**src/rtl/disparo_jugador.sv**
```systemverilog
// Player shot controller: cursor movement, PC-board cell read, confirmed write-back, hit count, victory.
// Optional aiming time limit enabled by defining TURN_TIMEOUT_EN.
module disparo_jugador #(
  parameter int N              = 5,
  parameter int BARCOS_TOTAL   = 5,
  parameter int TIMEOUT_CICLOS = 1000
) (
  input  logic                                  clk,
  input  logic                                  rst,
  input  logic                                  turno,
  input  logic                                  btn_arriba,
  input  logic                                  btn_abajo,
  input  logic                                  btn_izq,
  input  logic                                  btn_der,
  input  logic                                  btn_confirmar,
  input  logic [1:0]                            rd_data,
  output logic [2:0]                            rd_fila,
  output logic [2:0]                            rd_col,
  output logic [2:0]                            cursor_fila,
  output logic [2:0]                            cursor_col,
  output logic                                  wr_en,
  output logic [2:0]                            wr_fila,
  output logic [2:0]                            wr_col,
  output logic [1:0]                            wr_data,
  output logic                                  impacto,
  output logic                                  fallo,
  output logic                                  turno_fin,
  output logic [$clog2(BARCOS_TOTAL+1)-1:0]     aciertos,
  output logic                                  victoria
);

  localparam int CW = 3;
  localparam int AW = $clog2(BARCOS_TOTAL + 1);
  localparam logic [CW-1:0] MAX_POS = CW'(N - 1);
  localparam logic [AW-1:0] TOTAL   = AW'(BARCOS_TOTAL);
  localparam logic [1:0] CASILLA_CONFIRMADA = 2'b11;
  localparam logic [1:0] BARCO              = 2'b01;

  typedef enum logic [2:0] {
    IDLE, APUNTAR, LEER, ESCRIBIR, FIN, GANADO
  } state_t;

  state_t        state_q, state_d;
  logic [CW-1:0] fila_q, fila_d, col_q, col_d;
  logic [AW-1:0] aciertos_q, aciertos_d;
  logic          hit_q, hit_d;
  logic [4:0]    btn_prev_q, btn_prev_d;
  logic [4:0]    btn_now, press;
  logic          timeout;

  // Bit order: 0 arriba, 1 abajo, 2 izq, 3 der, 4 confirmar
  assign btn_now = {btn_confirmar, btn_der, btn_izq, btn_abajo, btn_arriba};
  assign press   = btn_now & ~btn_prev_q;

`ifdef TURN_TIMEOUT_EN
  localparam int TW = $clog2(TIMEOUT_CICLOS + 1);
  logic [TW-1:0] cnt_q, cnt_d;

  assign timeout = (state_q == APUNTAR) && (cnt_q == TW'(TIMEOUT_CICLOS - 1));

  // Cleared outside APUNTAR, so every entry (including a bounce back from LEER) restarts it
  always_comb begin
    cnt_d = '0;
    if (state_q == APUNTAR && press == '0 && !timeout) cnt_d = cnt_q + TW'(1);
  end

  always_ff @(posedge clk) begin
    if (!rst) cnt_q <= '0;
    else      cnt_q <= cnt_d;
  end
`else
  // No aiming limit in this build; the comparison is constant-false for legal values
  assign timeout = (TIMEOUT_CICLOS < 0);
`endif

  always_comb begin
    state_d    = state_q;
    fila_d     = fila_q;
    col_d      = col_q;
    aciertos_d = aciertos_q;
    hit_d      = hit_q;
    btn_prev_d = btn_now;
    case (state_q)
      IDLE: if (turno) state_d = APUNTAR;
      APUNTAR: begin
        if (!turno) begin
          state_d = IDLE;
        end else if (press[4] || timeout) begin
          state_d = LEER;
        end else if (press[0]) begin
          fila_d = (fila_q == '0) ? MAX_POS : fila_q - CW'(1);
        end else if (press[1]) begin
          fila_d = (fila_q == MAX_POS) ? '0 : fila_q + CW'(1);
        end else if (press[2]) begin
          col_d = (col_q == '0) ? MAX_POS : col_q - CW'(1);
        end else if (press[3]) begin
          col_d = (col_q == MAX_POS) ? '0 : col_q + CW'(1);
        end
      end
      LEER: begin
        if (rd_data == CASILLA_CONFIRMADA) begin
          state_d = APUNTAR;
        end else begin
          hit_d   = (rd_data == BARCO);
          state_d = ESCRIBIR;
        end
      end
      ESCRIBIR: begin
        if (hit_q && aciertos_q != TOTAL) aciertos_d = aciertos_q + AW'(1);
        state_d = FIN;
      end
      FIN:     state_d = (aciertos_q == TOTAL) ? GANADO : IDLE;
      GANADO:  state_d = GANADO;
      default: state_d = IDLE;
    endcase
  end

  always_ff @(posedge clk) begin
    if (!rst) begin
      state_q    <= IDLE;
      fila_q     <= '0;
      col_q      <= '0;
      aciertos_q <= '0;
      hit_q      <= 1'b0;
      btn_prev_q <= '0;
    end else begin
      state_q    <= state_d;
      fila_q     <= fila_d;
      col_q      <= col_d;
      aciertos_q <= aciertos_d;
      hit_q      <= hit_d;
      btn_prev_q <= btn_prev_d;
    end
  end

  assign rd_fila     = fila_q;
  assign rd_col      = col_q;
  assign cursor_fila = fila_q;
  assign cursor_col  = col_q;
  assign wr_en       = (state_q == ESCRIBIR);
  assign wr_fila     = wr_en ? fila_q : '0;
  assign wr_col      = wr_en ? col_q : '0;
  assign wr_data     = wr_en ? CASILLA_CONFIRMADA : '0;
  assign impacto     = wr_en & hit_q;
  assign fallo       = wr_en & ~hit_q;
  assign turno_fin   = (state_q == FIN);
  assign aciertos    = aciertos_q;
  assign victoria    = (state_q == GANADO);

endmodule

```
**config.mk**
```make
export PLATFORM = sky130hd
export DESIGN_NAME = disparo_jugador
export DESIGN_NICKNAME = d
export VERILOG_FILES = /design/src/rtl/disparo_jugador.sv
export SDC_FILE = /design/constraint.sdc
export NUM_CORES = 1
export LEC_CHECK = 0
export ABC_AREA = 0
export BUFFER_PORTS_ARGS = -buffer_cell sky130_fd_sc_hd__clkbuf_2
export CAP_MARGIN = 20
export CORE_UTILIZATION = 40
export DETAILED_ROUTE_END_ITERATION = 6
export GPL_ROUTABILITY_DRIVEN = 0
export PLACE_DENSITY = 0.65
export SETUP_SLACK_MARGIN = 0.1
export SLEW_MARGIN = 10
export SYNTH_ARGS = -nofsm -noshare
export SYNTH_HDL_FRONTEND = slang
export SYNTH_SLANG_ARGS = --single-unit
export TNS_END_PERCENT = 5
```
**constraint.sdc**
```tcl
create_clock -name clk -period 2.77 [get_ports clk]
set_input_delay 0 -clock clk [delete_from_list [all_inputs] [get_ports clk]]
set_output_delay 0 -clock clk [all_outputs]
set_load 0.01 [all_outputs]
```
==> results of run 1 <==
-- metrics by stage --
stage / hold WS, ns / total power, mW / util
after floorplan: 0.122 / 0.324 / -
after global placement: 0.215 / 0.338 / 0.473
after detailed placement: 0.221 / 0.340 / 0.473
after CTS: 0.00354 / 0.475 / 0.499
after global routing: 0.0110 / 0.492 / 0.499
final: 0.00632 / 0.469 / 0.499
-- power by group through the flow --
stage	combinational, mW	clock (mW)	sequential [mW]
floorplan	0.0475	0	0.276
global placement	0.0590	0	0.279
detailed placement	0.0604	0	0.279
CTS	0.0662	0.136	0.273
global route	0.0732	0.145	0.275
finish	0.0662	0.129	0.273
-- layer usage --
layer,up-vias,routed length [um]
met5,-,0
met4,0,17
met2,24,1120
met1,475,1170
li1,524,-
met3,2,91
-- cell usage in the layout (no fill, tap or decap), drive strengths merged --
cell type | synthesis | routed
nand3 | 2 | 2
nand4 | 2 | 2
clkinv | 1 | 1
mux2i | 3 | 3
nor3b | 1 | 1
o211ai | 2 | 2
o21a | 2 | 2
inv | 6 | 6
o2111ai | 2 | 2
a31oi | 1 | 1
a21oi | 6 | 6
mux2 | 2 | 2
clkbuf | 1 | 40
dfxtp | 18 | 18
and2b | 1 | 1
xnor2 | 3 | 3
o221a | 2 | 2
and3 | 3 | 3
nor2b | 6 | 6
nor2 | 9 | 9
o211a | 1 | 1
xor2 | 2 | 2
dlygate4sd3 | 0 | 5
and2 | 12 | 12
a211oi | 1 | 1
nand2 | 6 | 6
ha | 8 | 8
nor3 | 3 | 3
o41a | 1 | 1
or3 | 2 | 2
a211o | 1 | 1
and3b | 1 | 1
o21ai | 4 | 4
a2111oi | 3 | 3
nand2b | 4 | 4
-- timing repair --
item | CTS | global route
hold buffers | 5 | 0
setup buffers | 0 | 0
hold endpoints to repair | 5 | 0
resized for setup | 0 | 0
setup endpoints to repair | 0 | 0
-- worst max-delay path, delay by kind of cell (launching register included) --
kind / cells / cell delay (ns)
AO/OA/AOI/OAI: 1 / 0.24
AND/OR/NAND/NOR: 3 / 0.79
flip-flops: 1 / 0.51
-- flip-flops by register name (all words and copies together), names as in the netlist --
register	cells
btn_prev_q	5
aciertos	3
cursor_col	3
cursor_fila	3
state_q	3
hit_q	1
-- worst max-delay path by stage --
stage                      to  slack (ns)  depth (start not counted)
6_report          aciertos[1]        1.15                          4
3_5_place_dp   cursor_fila[1]        1.16                          6
5_1_grt           aciertos[1]        1.02                          4
4_1_cts        cursor_fila[1]        1.15                          6
3_3_place_gp   cursor_fila[1]        1.22                          6
2_1_floorplan  cursor_fila[1]        1.23                          6
-- kinds of logic (layout without fill, tap and decap cells) --
logic type	Yosys count	in the layout	synth area share
compound gates	26	26	0.167
xor+xnor	5	5	0.0372
fa+ha+maj	8	8	0.0851
buf+inv	19	52	0.0947
flops	18	18	0.306
mux	5	5	0.0447
simple gates	52	52	0.265
-- area by class of cell --
class / count / area, um2 / share of cell area
repair buffers: 42 / 235 / 0.170
multi-input cells: 96 / 704 / 0.508
flip-flops and latches: 18 / 360 / 0.260
inverters: 7 / 26.3 / 0.0189
well taps: 31 / 38.8 / 0.0280
clock buffers: 3 / 22.5 / 0.0162
==> flow_summary.toml, run 1 <==
[status]
status = "finished clean"

[layout]
n_antenna_cell = 0
final_nets = 186
stdcell_count = 197
num-fill-cells = 284
layout-drive-gt1-share = 0.301
final_area_um2 = 1390
areaGrowthSynthToFinish_pct = 18.0

[power_and_ir_drop]
p_comb_frac = 0.141
p_leak_nw = 0.638
p_clk_frac = 0.276
pwr-share-seq = 0.583
power_density_nw_per_um2 = 338
p_int_mw = 0.348
netSwitchingFraction = 0.258
ir_drop_mv = 0.223
p_sw_mw = 0.121

[logic_synthesis]
netlist_instances = 133
synthTopCellsByArea = "dfxtp_1 (31%), ha_1 (8.5%), and2_1 (6.4%)"
syn_nets = 151
synth_top_area_cell = "dfxtp_1"
synth_flop_cell = "dfxtp_1"
synth-edff-count = 0
synth_common_cells = "dfxtp_1 (18), and2_1 (12), nor2_1 (9)"
seq_area_frac_synth = 0.306
synthDistinctLibCells = 43
yosysWarnings = 0
async_reset_ff_frac = 0
syn_avg_cell_area_um2 = 8.84
yosysTopAreaCellShare = 0.306
yosysMostFrequentCell = "dfxtp_1"
ys_ff_latch = 18
synth_area_um2 = 1180

[clock_network]
clockRootBuffer = "clkbuf_4"
cts_max_level = 1
cts_buffers = 3
cts.sinks = 18
clk_latency_ns = 0.29
clkTransAtPathRegs_ns = 0.10
clockBufferDepth = 2
tritoncts = "yes"

[global_routing]
gr-usage-met1 = 0.195
gr-max-usage-layer = "met2"
met2_usage = 0.259
gr-total-overflow = 0
grt_pass1_wl_mm = 3.91
grtUsageTotal = 0.153
grt_max_degree = 14
antenna_found_initial = 0
grt_pass1_vias = 902
use_met3 = 0.0233

[setup_path]
cp_slowest_cell = "dfxtp_1"
worstSetupEndpointType = "flip-flop"
worst-r2r-setup-slack_ns = 1.15
critPathMaxStageDelay_ns = 0.51
critPathRequiredTime_ns = 2.97
critical_path_class = "flip-flop to flip-flop"
rr_worst_depth = 4
rr_endpoint = "aciertos[1]"
crit_arrival_ns = 1.82
critPathLaunchType = "flip-flop"
cp_max_fo = 13
worstPathCellList = "and3b_1 > and3_1 > nor2_1 > a211oi_1"
timing.rr.start = "state_q[1]"
startpoint = "state_q[1]"

[timing]
finalSetupTns_ns = 0
finalCritPeriodShare = 0.586
tightest_slew_ns = 0.368
slew_violations = 0
hold_viol_final = 0
slew_headroom = 0.749
fin_skew_ns = 0.00178
min_period_ns = 1.62
setup_viol = 0
rsz0062_at_grt = "false"
fmax_mhz = 616
setup_ws_ns = 1.15

[drt]
routed-via-count = 1025
dr.first_iter.drc_count = 38
avgRoutedWirePerCell_um = 12.2
drt_wl_total_mm = 2.40
firstDrtPassIters = 4
viasPerCell = 5.20
ant_nets = 0
drcViolationCount = 0

[placement]
place_ws_ns = 1.16
port_buffers = 37
place_area_um2 = 1320
placed_cells = 189
place_hpwl_mm = 1.83

[hold_path]
hold_start = "rd_data[0]"
min_to = "hit_q"
hold_class = "input pin to flip-flop"
whs_path_depth = 2

[floorplan]
io_pins = 38
die_w_um = 56.2
core-area_um2 = 2780
rows = 19
die_area_um2 = 3160
dieHeight_um = 56.2
initial_core_util = 0.423

[flow_run]
drv_cap = 0
Note: power is estimated with default switching activity, not from simulation.
==> inputs of run 2 (changes only) <==
Clock period 2.77 ns to 1.5 ns, I/O delays scaled along.
==> run 2 against run 1 <==
Against the previous run: non-clock buffer count increased by 13; critical path type unchanged; power increased by 110%; die area unchanged; combinational power increased by 130%; clock skew increased by 0.0052 ns; worst hold slack improved by 0.048 ns; maximum frequency increased by 13%; utilization increased by 6.5 points.
==> flow_summary.toml, run 2 (synthesis results as in run 1) <==
[power_and_ir_drop]
p_comb_frac = 0.156
netSwitchingFraction = 0.263
pwr-share-seq = 0.515
p_int_mw = 0.712
power_density_nw_per_um2 = 616
power_mw = 0.966
p_clk_frac = 0.328
p_sw_mw = 0.254
p_leak_nw = 0.728
ir_drop_mv = 0.429

[timing]
tightest_slew_ns = 0.378
slew_headroom = 0.741
fin_skew_ns = 0.00695
rsz0062_at_grt = "true"
min_period_ns = 1.43
setup_viol = 0
fmax_mhz = 698
finalSetupTns_ns = 0
hold_viol_final = 0
finalCritPeriodShare = 0.955
setup_ws_ns = 0.0681
slew_violations = 0

[setup_path]
worstSetupEndpointType = "flip-flop"
critPathRequiredTime_ns = 1.71
crit_arrival_ns = 1.65
cp_max_fo = 6
critPathLaunchType = "flip-flop"
critical_path_class = "flip-flop to flip-flop"

[drt]
ant_nets = 0
drcViolationCount = 0
routed-via-count = 1114
dr.first_iter.drc_count = 31
avgRoutedWirePerCell_um = 13.2
firstDrtPassIters = 5
drt_wl_total_mm = 2.79
viasPerCell = 5.28

[clock_network]
clkTransAtPathRegs_ns = 0.12
cts_max_level = 1
cts.sinks = 18
cts_buffers = 3
clk_latency_ns = 0.30
tritoncts = "yes"
clockRootBuffer = "clkbuf_4"
clockBufferDepth = 2

[global_routing]
antenna_found_initial = 0
gr-total-overflow = 0
grtUsageTotal = 0.187
grt_max_degree = 11
grt_pass1_vias = 1055
grt_pass1_wl_mm = 4.65

[floorplan]
die_area_um2 = 3160
die_w_um = 56.2
dieHeight_um = 56.2
core-area_um2 = 2780
initial_core_util = 0.423
rows = 19
io_pins = 38

[placement]
placed_cells = 194
place_ws_ns = -0.0280
place_hpwl_mm = 2.00
place_area_um2 = 1370
port_buffers = 37

[layout]
num-fill-cells = 268
regMostFlops = "btn_prev_q"
n_antenna_cell = 0
layout_common_cells = "clkbuf_2 (37), and2_1 (12), dfxtp_1 (11)"
areaGrowthSynthToFinish_pct = 33.4
final_common_cell = "clkbuf_2"
final_nets = 199
multi_input_area_um2 = 739
layout-drive-gt1-share = 0.428
final_area_um2 = 1570
seq_area_um2 = 377
largest_register_ffs = 5
stdcell_count = 211

[hold_path]
hold_class = "input pin to flip-flop"

[flow_run]
drv_cap = 0

[status]
status = "finished clean"
## run 2: path summary, 6_finish.rpt
| kind | from | end | slack (ns) | depth (start not counted) |
|---|---|---|---|---|
| setup / recovery | btn_prev_q[2] | cursor_col[2] | 0.07 | 4 |
| hold / removal | turno | state_q[0] | 0.05 | 3 |
| hold reg to reg | aciertos[1] | aciertos[1] | 0.54 | 2 |
| setup reg to reg | btn_prev_q[2] | cursor_col[2] | 0.07 | 4 |
## run 2: layout make-up
| type | instances | area share |
|---|---|---|
| multi-input cells | 96 | 0.471 |
| flip-flops and latches | 18 | 0.240 |
| repair buffers | 55 | 0.221 |
| well taps | 31 | 0.0247 |
| clock buffers | 4 | 0.0231 |
| inverters | 7 | 0.0199 |
## run 2: critical path, cell delays in order (launching register included)
cell and delay (ns):
dfxtp_1 0.32, and2b_2 0.25, o211ai_1 0.17, o41a_1 0.44, o21a_1 0.16
## run 2: what timing repair did
| action | 4_1_cts | 5_1_grt |
|---|---|---|
| endpoints found under the setup margin | 13 | 13 |
| pin swaps | 4 | 0 |
| resized for setup | 18 | 2 |
| buffers inserted | 6 | 0 |
| gates cloned | 1 | 0 |
| hold buffers | 6 | 0 |
| hold endpoints to repair | 6 | 0 |
## run 2: layer usage
layer / share of wire / track usage / vias up
met2: 0.53 / 0.344 / 35
met3: 0.042 / 0.0233 / 4
li1: - / - / 550
met5: 0 / 0 / -
met1: 0.42 / 0.212 / 525
met4: 0.0086 / 0.0871 / 0
## run 2: metrics by stage
step,utilization,hold slack [ns]
2_1_floorplan,-,0.122
3_3_place_gp,0.492,0.215
3_5_place_dp,0.492,0.228
4_1_cts,0.562,0.0484
5_1_grt,0.564,0.0686
6_report,0.564,0.0543
## run 2: power groups by stage
stage	clock network (mW)	registers, mW	logic, mW
6_report	0.317	0.498	0.151
5_1_grt	0.339	0.500	0.167
4_1_cts	0.323	0.499	0.150
3_5_place_dp	0	0.512	0.127
3_3_place_gp	0	0.511	0.124
2_1_floorplan	0	0.510	0.0886
==> inputs of run 3 (changes only) <==
Settings changed: CELL_PAD_IN_SITES_DETAIL_PLACEMENT set to 0, CELL_PAD_IN_SITES_GLOBAL_PLACEMENT set to 1, CORE_UTILIZATION 40 to 36, PLACE_DENSITY 0.65 to unset, PLACE_DENSITY_LB_ADDON set to 0.1.
Clock period 1.5 ns to 1.45 ns, I/O delays scaled along.
==> run 3 against run 2 <==
Against the previous run: combinational power grew 19%; global-route usage down 1.1 points; die area grew 11%; final area up 9.1%; maximum frequency grew 0.35%; sequential share of layout area fell by 1.7 points; power up 3.5%; highest routed layer unchanged.
==> flow_summary.toml, run 3 (synthesis results as in run 1) <==
[setup_path]
cp_max_fo = 4
startpoint = "cursor_fila[1]"
crit_arrival_ns = 1.61
critPathMaxStageDelay_ns = 0.38
worstSetupEndpointType = "flip-flop"
critical_path_class = "flip-flop to flip-flop"
cp.depth = 6
rr_endpoint = "cursor_fila[1]"
crit_top_cell = "mux2_4"
endpoint = "cursor_fila[1]"
path_buf_inv = 1
timing.rr.start = "cursor_fila[1]"
critPathLaunchType = "flip-flop"
cpLargestDelayFamily = "multiplexers"
cp_slowest_cell = "dfxtp_4"
rr_worst_depth = 6
worst-r2r-setup-slack_ns = 0.02
worstPathCellList = "inv_4 > ha_4 > mux2_4 > mux2_4 > mux2i_1 > nor2_1"
critPathRequiredTime_ns = 1.64

[layout]
final_common_cell = "clkbuf_2"
layout_common_cells = "clkbuf_2 (32), buf_4 (14), and2_1 (11)"
largest_register_ffs = 5
regMostFlops = "btn_prev_q"
stdcell_count = 228
areaGrowthSynthToFinish_pct = 45.5
final_area_um2 = 1710
final_nets = 203
num-fill-cells = 303
n_antenna_cell = 0
layout-drive-gt1-share = 0.516

[clock_network]
clockBufferDepth = 2
cts.sinks = 18
tritoncts = "yes"
cts_buffers = 3
clkTransAtPathRegs_ns = 0.10
cts_max_level = 1
clockRootBuffer = "clkbuf_4"
clk_latency_ns = 0.29

[timing]
slew_headroom = 0.782
setup_viol = 0
fin_skew_ns = 0.00334
rsz0062_at_grt = "true"
hold_ws_ns = 0.0398
finalCritPeriodShare = 0.984
slew_violations = 0
fmax_mhz = 701
hold_viol_final = 0
min_period_ns = 1.43
tightest_slew_ns = 0.319

[floorplan]
die_area_um2 = 3500
core-area_um2 = 3080
initial_core_util = 0.382
io_pins = 38
dieHeight_um = 59.2
rows = 20
die_w_um = 59.2

[global_routing]
grtUsageTotal = 0.176
gr-total-overflow = 0
antenna_found_initial = 0
grt_max_degree = 11
grt_pass1_vias = 1028
grt_pass1_wl_mm = 4.62

[placement]
placed_cells = 213
place_area_um2 = 1430
port_buffers = 37
place_hpwl_mm = 1.97

[drt]
dr.first_iter.drc_count = 51
drcViolationCount = 0
viasPerCell = 4.85
firstDrtPassIters = 4
routed-via-count = 1106
ant_nets = 0
drt_wl_total_mm = 2.80
avgRoutedWirePerCell_um = 12.3

[status]
status = "finished clean"

[flow_run]
drv_cap = 0

[power_and_ir_drop]
ir_drop_mv = 0.481
power_density_nw_per_um2 = 584
p_leak_nw = 0.759

[hold_path]
hold_class = "input pin to flip-flop"
-- run 3: changes by cell type in the layout (fill, tap and decap cells not counted), sizes merged --
cell         delta
buf            +10
dlygate4sd3     -1
clkbuf          -5
-- run 3: worst reg2reg max path, cell delays in order (launching register included) --
cell,delay (ns)
dfxtp_4,0.38
inv_4,0.07
ha_4,0.15
mux2_4,0.30
mux2_4,0.26
mux2i_1,0.12
nor2_1,0.05
-- run 3: how the worst min path moves through the flow --
stage / end / cells past startpoint / from / slack [ns]
final: hit_q / 2 / rd_data[0] / 0.04
after global placement: btn_prev_q[3] / 2 / btn_der / 0.22
after global routing: hit_q / 2 / rd_data[0] / 0.03
after floorplan: btn_prev_q[0] / 1 / btn_arriba / 0.12
after CTS: hit_q / 2 / rd_data[0] / 0.004
after detailed placement: btn_prev_q[3] / 2 / btn_der / 0.22
-- run 3: through the flow --
stage	setup TNS, ns	util	setup slack, ns	power [mW]
final	0	0.556	0.0231	1.00
after detailed placement	0	0.466	0.0187	0.666
after global placement	-0.0315	0.466	-0.0315	0.666
after CTS	0	0.521	0.0346	1.00
after global routing	-0.0238	0.556	-0.0193	1.07
after floorplan	0	-	0.0654	0.618
-- run 3: final cells by class --
type	instances	area [um2]	share of cell area
clock buffer	4	36.3	0.0212
inverter	7	33.8	0.0197
multi-input combinational	96	825	0.482
sequential	18	382	0.223
tap	44	55.1	0.0322
timing repair buffer	59	380	0.222
-- run 3: repair_timing --
item / 4_1_cts / 5_1_grt
resized for setup: 14 / 32
endpoints found under the hold margin: 5 / 0
pin swaps: 4 / 13
hold buffers: 5 / 0
setup buffers: 6 / 0
setup endpoints to repair: 16 / 19
-- run 3: per-layer routing --
metal | up-vias | GRT usage | part of all wire
met4 | 0 | 0.0408 | 0.016
met1 | 507 | 0.223 | 0.46
met5 | - | 0 | 0
met3 | 4 | 0.0393 | 0.049
li1 | 560 | - | -
met2 | 35 | 0.304 | 0.47
-- run 3: where the power goes --
part           internal (mW)  switching (mW)  leakage (nW)
Sequential             0.502          0.0113         0.152
Combinational         0.0906          0.0880         0.586
Clock                  0.153           0.154        0.0210
Total                  0.746           0.254         0.759
